**src/rtl/sap_pkg.sv**
```systemverilog
// rtl/sap_pkg.sv - shared constants and loader state encoding for the SAP-1 program loader
package sap_pkg;

    localparam int SAP_ADDR_W = 4;
    localparam int SAP_DEPTH  = 16;

    typedef enum logic [2:0] {
        ST_IDLE = 3'd0,
        ST_LOAD = 3'd1,
        ST_CSUM = 3'd2,
        ST_DONE = 3'd3,
        ST_ERR  = 3'd4
    } ld_state_e;

endpackage

```
**src/rtl/sap_csum_acc.sv**
```systemverilog
// rtl/sap_csum_acc.sv - 8-bit running-sum register with load, accumulate, clear and zero-check
module sap_csum_acc (
    input  logic       clk,
    input  logic       rst,
    input  logic       clr_i,
    input  logic       ld_i,
    input  logic       acc_i,
    input  logic [7:0] din_i,
    output logic       zero_o
);

    logic [7:0] sum_q;
    logic [7:0] sum_d;

    // Next sum: clear wins, then load (LEN byte seeds the sum), then accumulate
    always_comb begin
        sum_d = sum_q;
        if (clr_i) begin
            sum_d = 8'h00;
        end else if (ld_i) begin
            sum_d = din_i;
        end else if (acc_i) begin
            sum_d = sum_q + din_i;
        end
    end

    // Running-sum register, cleared by the active-low synchronous reset
    always_ff @(posedge clk) begin
        if (!rst) begin
            sum_q <= 8'h00;
        end else begin
            sum_q <= sum_d;
        end
    end

    // A frame checks out when the checksum byte brings the total to zero
    assign zero_o = ((sum_q + din_i) == 8'h00);

endmodule

```
**src/rtl/sap_prog_loader.sv**
```systemverilog
// rtl/sap_prog_loader.sv - streams a LEN-prefixed program into SAP-1 RAM and holds the CPU until loaded; option macro SAP_LOADER_CHECKSUM_EN
module sap_prog_loader
    import sap_pkg::*;
#(
    parameter int ADDR_W = SAP_ADDR_W,
    parameter int DEPTH  = SAP_DEPTH
) (
    input  logic              clk,
    input  logic              rst,
    input  logic              in_valid,
    input  logic [7:0]        in_data,
    output logic              in_ready,
    input  logic              start,
    output logic              mem_we,
    output logic [ADDR_W-1:0] mem_addr,
    output logic [7:0]        mem_wdata,
    output logic              cpu_hold,
    output logic              done,
    output logic              err
);

    ld_state_e         state_q;
    logic [ADDR_W-1:0] cnt_q;
    logic [ADDR_W:0]   len_q;
    logic              mem_we_q;
    logic [ADDR_W-1:0] mem_addr_q;
    logic [7:0]        mem_wdata_q;
    logic              cpu_hold_q;
    logic              done_q;
    logic              err_q;

    logic xfer;
    logic len_ok;
    logic last_byte;

    // Ready depends only on state (and reset), never on in_valid
    assign in_ready  = rst && ((state_q == ST_IDLE) || (state_q == ST_LOAD) || (state_q == ST_CSUM));
    assign xfer      = in_valid && in_ready;
    assign len_ok    = (in_data != 8'h00) && (in_data <= 8'(DEPTH));
    assign last_byte = ({1'b0, cnt_q} == (len_q - (ADDR_W+1)'(1)));

`ifdef SAP_LOADER_CHECKSUM_EN
    logic sum_clr;
    logic sum_ld;
    logic sum_acc;
    logic sum_zero;

    // Sum control: seed with LEN, add each data byte, drop on re-arm
    always_comb begin
        sum_clr = ((state_q == ST_DONE) || (state_q == ST_ERR)) && start;
        sum_ld  = (state_q == ST_IDLE) && xfer;
        sum_acc = (state_q == ST_LOAD) && xfer;
    end

    sap_csum_acc u_csum (
        .clk    (clk),
        .rst    (rst),
        .clr_i  (sum_clr),
        .ld_i   (sum_ld),
        .acc_i  (sum_acc),
        .din_i  (in_data),
        .zero_o (sum_zero)
    );
`endif

    // Loader FSM with registered RAM strobe and status outputs
    always_ff @(posedge clk) begin
        if (!rst) begin
            state_q     <= ST_IDLE;
            cnt_q       <= '0;
            len_q       <= '0;
            mem_we_q    <= 1'b0;
            mem_addr_q  <= '0;
            mem_wdata_q <= 8'h00;
            cpu_hold_q  <= 1'b1;
            done_q      <= 1'b0;
            err_q       <= 1'b0;
        end else begin
            mem_we_q <= 1'b0;
            case (state_q)
                ST_IDLE: begin
                    if (xfer) begin
                        len_q <= in_data[ADDR_W:0];
                        cnt_q <= '0;
                        if (len_ok) begin
                            state_q <= ST_LOAD;
                        end else begin
                            state_q <= ST_ERR;
                            err_q   <= 1'b1;
                        end
                    end
                end
                ST_LOAD: begin
                    if (xfer) begin
                        mem_we_q    <= 1'b1;
                        mem_addr_q  <= cnt_q;
                        mem_wdata_q <= in_data;
                        // cnt stops at len-1 so the address never wraps
                        if (last_byte) begin
`ifdef SAP_LOADER_CHECKSUM_EN
                            state_q    <= ST_CSUM;
`else
                            state_q    <= ST_DONE;
                            done_q     <= 1'b1;
                            cpu_hold_q <= 1'b0;
`endif
                        end else begin
                            cnt_q <= cnt_q + 1'b1;
                        end
                    end
                end
`ifdef SAP_LOADER_CHECKSUM_EN
                ST_CSUM: begin
                    if (xfer) begin
                        if (sum_zero) begin
                            state_q    <= ST_DONE;
                            done_q     <= 1'b1;
                            cpu_hold_q <= 1'b0;
                        end else begin
                            state_q <= ST_ERR;
                            err_q   <= 1'b1;
                        end
                    end
                end
`endif
                ST_DONE: begin
                    if (start) begin
                        state_q    <= ST_IDLE;
                        done_q     <= 1'b0;
                        cpu_hold_q <= 1'b1;
                        cnt_q      <= '0;
                        len_q      <= '0;
                    end
                end
                ST_ERR: begin
                    if (start) begin
                        state_q <= ST_IDLE;
                        err_q   <= 1'b0;
                        cnt_q   <= '0;
                        len_q   <= '0;
                    end
                end
                default: begin
                    state_q <= ST_IDLE;
                end
            endcase
        end
    end

    assign mem_we    = mem_we_q;
    assign mem_addr  = mem_addr_q;
    assign mem_wdata = mem_wdata_q;
    assign cpu_hold  = cpu_hold_q;
    assign done      = done_q;
    assign err       = err_q;

endmodule

```
**config.mk**
```make
export PLATFORM = sky130hd
export DESIGN_NAME = sap_prog_loader
export DESIGN_NICKNAME = d
export VERILOG_FILES = /design/src/rtl/sap_pkg.sv /design/src/rtl/sap_csum_acc.sv /design/src/rtl/sap_prog_loader.sv
export SDC_FILE = /design/constraint.sdc
export NUM_CORES = 1
export LEC_CHECK = 0
export CORE_UTILIZATION = 44
export CTS_CLUSTER_DIAMETER = 120
export CTS_CLUSTER_SIZE = 10
export DETAILED_ROUTE_END_ITERATION = 8
export GPL_TIMING_DRIVEN = 0
export PLACE_DENSITY = 0.7
export SYNTH_ARGS = -nofsm -noshare
export SYNTH_HDL_FRONTEND = slang
export SYNTH_HIERARCHICAL = 1
export SYNTH_SLANG_ARGS = --single-unit
export TNS_END_PERCENT = 10
```
**constraint.sdc**
```tcl
create_clock -name clk -period 2.2 [get_ports clk]
set_input_delay 0.66 -clock clk [delete_from_list [all_inputs] [get_ports clk]]
set_output_delay 0.66 -clock clk [all_outputs]
set_load 0.02 [all_outputs]
```
### After elaboration in Yosys (flattened, before gate mapping)

Cells that the tools add are included.

* $add $sub $neg: 2
* $mul: 0
* div/mod/pow operators: 0
* order comparisons: 1
* eq/ne operators: 13
* shifts and indexed selects: 0
* muxes and demuxes: 26
* bitwise logic cells: 0
* reduce and logical (&&, ||, !) cells: 19

Operators by type and width (count)
* 4-bit 2-to-1 mux: 4
* 3-bit 2-to-1 mux: 5
* 2-bit != test (second input constant): 7
* 4-bit case mux with 3 select lines: 1
* 4-bit AND reduction: 3
* 5-bit 2-to-1 mux: 2
* 5-bit case mux with 2 select lines: 1
* 1-bit 2-to-1 mux: 9
* 3-bit case mux with 3 select lines: 1
* 8-bit by 5-bit <= comparator with 1-bit output (second input constant): 1
* 8-bit nonzero test: 1
* 3-bit by 2-bit equality test with 1-bit output (second input constant): 2
* 1-bit case mux with 2 select lines: 3
* 2-bit nonzero test: 3
* 4-bit by 5-bit equality test with 1-bit output: 1
* 5-bit AND reduction: 1
* 5-bit by 1-bit subtractor with 5-bit output (second input constant): 1
* 4-bit by 1-bit adder with 4-bit output (second input constant): 1
* 2-bit AND reduction: 2
* 3-bit by 1-bit equality test with 1-bit output (second input constant): 1
* 3-bit equality test (second input constant): 1
* 1-bit logical AND: 3
* 3-bit logical NOT: 1
* 3-bit AND reduction: 1
* 4 further kinds: 5

* bits in registers: 28
* latch bits: 0
* memory bits (writable): 0
* memory bits (read-only): 0
* bits of input ports: 12
* output and inout bits: 17
* word-level logic and storage cells: 70
* memories kept: 0

### Logic depth before layout (Yosys ltp)

* depth in word-level cells: 7
* gate-level depth with buffers: 7
* mapped depth without buffers: 7

### Worst setup path after synthesis

No wires, ideal clock.

* path kind: input -> output
* start: input port rst
* end: output port in_ready
* arrival time: 1.291 ns
* data required time: 1.540 ns
* slack: 0.249 ns
* stages: 3
* buffers on the path: 1
* cells stage by stage: clkbuf_1 > nand2_1 > a21oi_1

* cells in the longest elaborated chain, start to end: 1

Ends and longest elaborated chain
* from (decl): line sap_prog_loader.sv:9 `input logic rst,`
* 1-bit logical AND: line sap_prog_loader.sv:37 `assign in_ready = rst && ((state_q == ST_IDLE) || (state_q == ST_LOAD) || (state_q == ST_CSUM));`
* to (decl): line sap_prog_loader.sv:12 `output logic in_ready,`

No other way between the ends.

### Worst setup path in the final report

Ends and elaborated chain as after synthesis.

==> results <==
- The run finished with clean final reports.
- The number of clock sinks is 28.
- The start-to-end type of the worst setup path is in2out.
- The count of unique library cells instantiated by Yosys is 36.
- The post-synthesis cell count is 154.
- Setup repair after global routing left no endpoint under its margin.
- The hold buffer count at CTS is 0.
- The part of the power in registers is 50.9%.
- On the critical path the largest part of the delay comes from buffers and inverters.
- The number of levels the H-tree was split into is 1.
- The top achievable clock speed is 0.465 GHz.
- The signal on the critical path passes through dlygate4sd2_1, clkbuf_8, nand2_1, a21oi_1, buf_4.
- The switching share of power is around 25%.
- The count of final max-slew check failures is 0.
- Clock tree synthesis inserted a total of 3 buffers.
- Before antenna repair, the detailed router went through 4 iterations.
- The clock network is responsible for around a third of the overall power.
- The cell area that synthesis handed to floorplanning was roughly 0.0014 sq mm.
- The clock latency of the later-clocked register in the worst-skew pair is around 0.34 ns.
- The die boundary height is 59.0 um.
- The number of placement rows is 20.
- The final weighted congestion of routability-driven global placement is between 0.8 and 0.9.
- Setup violations remaining at the end of the flow were counted as 0.
- Data on the critical path is required at its endpoint by 1.54 ns.
- STA classifies the critical path startpoint as an input port.
- The flip-flop and latch count after synthesis is 28.
- The smallest hold slack is 0.495 ns.
- Along the worst path, the maximum fanout reaches 10.
- Among all stages on the critical path, the largest delay is contributed by dlygate4sd2_1.
- The maximum resistive drop on vdd is 0.244 mV.
- The top-level port count is 29.
- In this run the horizontal extent of the chip is 59.0 um.
- Subtracting the final worst setup slack from the clock period gives 2.15 ns.
- The min-delay analysis places its worst path in the category reg2reg.
- After filler insertion, the fill cell instance count of the layout stands at 311.
- The detail route stage leaves a number of antenna-violating nets equal to 0.
- The root cell of the clock tree is clkbuf_4.
- The count of unresolved DRC violations after routing is 0.
- The relative max-transition margin is between 70% and 80%.
- At the pin with the least slew margin, the transition time is 0.445 ns.
- The count of maximum capacitance violations is 0.
- In this run the power density over the cells is just under 600 mW/mm^2.
- After clock tree synthesis, the clock-pin slew on the worst setup and hold paths is 0.16 ns.
- The number of buffers and inverters on the critical path is 3.
- In this run the mean area of a mapped cell was 9.28 sq um.
- The number of nets in the synthesized netlist is 168.
- TritonCTS built the clock tree.
- OpenSTA, run right after detailed placement, puts the worst setup slack at -0.848 ns.
- The final routed wire length divided by cell count is 14.4 um.
- The count of synthesis-stage warnings from yosys is 6.
- The area of the placeable core is 0.00308 sq mm.
- The worst stage delay on the critical path is 0.28 ns.
- The routed wire length is 3290 um.
- The total via count after detailed routing is around 1,200.
- The leakage power is ~0.60 nW.
- The internal portion of the total power is around 0.0008 W.
- The longest clock path from root to sink contains 2 buffers.
- At the end of the flow, the number of nets in the layout was 199.
- The final critical-path share of the clock period is 97.7%.
- The ratio of routed vias to standard cells is ~5.3.
- Counting flops with an async set or reset pin after synthesis yields a share of 0%.
- Sequential cells were found to cover 39.2% of the synthesized design area.
- Detailed placement ended at an HPWL of 2430 um.
- The critical path arrival is 1.49 ns.
- The global-route wire length before repair is 5420 um.
- The overall overflow remaining after global route is 0.
- The count of routing violations after the opening detailed-route iteration is 49.
- The dominant synthesized flop cell is dfxtp_1.
- The number of synthesized flops with an enable pin is 0.
- The setup clock skew after layout is 0.00501 ns.
- For the final routed database, the setup TNS stands at 0 ns.
- For this configuration, the core starts out at a cell density of 46.4%.
- The number of hold-slack violations in the final timing report is 0.
- The number of global-route vias before repair came to 1,191.
- The floorplan step defined a die boundary enclosing 0.00348 sq mm.
- In the global route stage, overall resource usage came out at 20.7%.
- In this run the power spent charging and discharging nets is 0.000267 W.
- The pin count of the biggest net entering global routing is 17.
- The post-route netlist has under 10% of its cells at a drive strength greater than 1.
- From synthesis to final layout, the design area changed by 27.1%.
- Once routing completed, OpenROAD measured the worst setup slack at 0.0505 ns.
- The count of antenna diodes in the layout is 0.
- The initial antenna violation count is 0.
- The portion of total power attributed to combinational logic is approximately 16%.
- The quantity of I/O buffers inserted on ports is 28.
- The capturing element type of the critical path is a primary output.
-- registers in the layout, indices dropped and copies added, names as in the netlist --
register and cells:
state_q 3, len_q 5, mem_wdata 8, mem_addr 4, cpu_hold 1, done 1, mem_we 1, cnt_q 4
err 1
-- cells in the mapped netlist (all sizes together), types with 3 or more instances --
cell type	instances	area (sq um)
inv	4	15.0
xnor2	5	43.8
nor2	3	11.3
nor4b	5	43.8
nand3	4	20.0
nand2b	7	43.8
o2bb2ai	3	26.3
nor2b	18	113
clkbuf	6	22.5
mux2i	14	140
nand2	11	41.3
a21oi	17	96.4
dfxtp	28	561
a211oi	3	27.5
nor3	3	25.0
-- metrics by stage --
stage	utilization [%]	std cells	instance area [sq um]	power [W]
after CTS	59.3	230	1820	0.00105
after detailed placement	57.3	226	1760	0.000713
after global routing	59.0	228	1820	0.00110
after global placement	57.3	226	1760	0.000708
final	59.0	228	1820	0.00105
after floorplan	-	154	1430	0.000651
-- cell families after synthesis --
kind of cell | after synthesis | share of synthesized area, %
AND/OR/NAND/NOR | 62 | 26.8
AO/OA/AOI/OAI | 31 | 15.9
flip-flops | 28 | 39.2
multiplexers | 14 | 9.81
buffers and inverters | 12 | 3.50
XOR/XNOR | 5 | 3.06
adder cells (fa/ha/maj) | 2 | 1.75
-- final timing paths --
kind                              start                     to  slack (ns)  cells past startpoint
setup reg to reg  len_q[0]$_SDFFE_PN0P_  cnt_q[3]$_SDFFE_PN0P_        0.24                      7
hold / removal        done$_SDFFE_PN0P_      done$_SDFFE_PN0P_        0.49                      2
setup / recovery                    rst               in_ready        0.05                      5
hold reg to reg       done$_SDFFE_PN0P_      done$_SDFFE_PN0P_        0.49                      2
-- worst register-to-register path, cell delays in order, from the launching register on --
cell and delay, ns:
dfxtp_1 0.38, inv_1 0.08, ha_1 0.19, or3b_1 0.37, a211oi_2 0.37, and2_4 0.25, a21oi_4 0.08, o2bb2ai_1 0.15
-- layout make-up --
type / count / area [sq um] / share of cell area, %
multi-input cells: 114 / 818 / 45.0
plain buffers: 6 / 38.8 / 2.13
clock inverters: 1 / 30.0 / 1.65
well taps: 44 / 55.1 / 3.03
clock buffers: 3 / 22.5 / 1.24
flip-flops and latches: 28 / 561 / 30.9
inverters: 4 / 15.0 / 0.826
repair buffers: 28 / 277 / 15.2
-- per-layer routing --
| metal | global-route usage (%) | up-vias | share of wire, % |
|---|---|---|---|
| met5 | 0 | - | 0 |
| li1 | - | 604 | - |
| met2 | 36.5 | 26 | 49 |
| met1 | 25.5 | 570 | 47 |
| met3 | 2.18 | 4 | 3.0 |
| met4 | 8.84 | 0 | 0.94 |
-- power by group through the flow --
stage	Combinational, W	Clock [W]	Sequential (W)
finish	0.000168	0.000350	0.000536
global route	0.000184	0.000374	0.000538
CTS	0.000171	0.000350	0.000534
detailed placement	0.000168	0	0.000545
global placement	0.000164	0	0.000544
floorplan	0.000102	0	0.000549
-- placed cells by master (no fill, tap or decap), types with 2 or more instances in the layout --
master	count
a211oi_1	2
a21boi_0	2
a21oi_1	16
buf_4	2
clkbuf_1	2
clkbuf_4	3
clkdlybuf4s50_1	26
dfxtp_1	28
ha_1	2
inv_1	4
mux2i_1	14
nand2_1	11
nand2b_1	7
nand3_1	4
nand3b_1	2
nor2_1	3
nor2b_1	18
nor3_2	2
nor4_1	2
nor4b_1	5
o21ai_0	2
o2bb2ai_1	3
xnor2_1	5
-- what timing repair did --
action / 4_1_cts / 5_1_grt
setup buffers: 0 / 0
gates resized for setup: 10 / 0
gates cloned: 0 / 0
endpoints found under the setup margin: 1 / 1
Note: power is estimated with default switching activity, not from simulation.
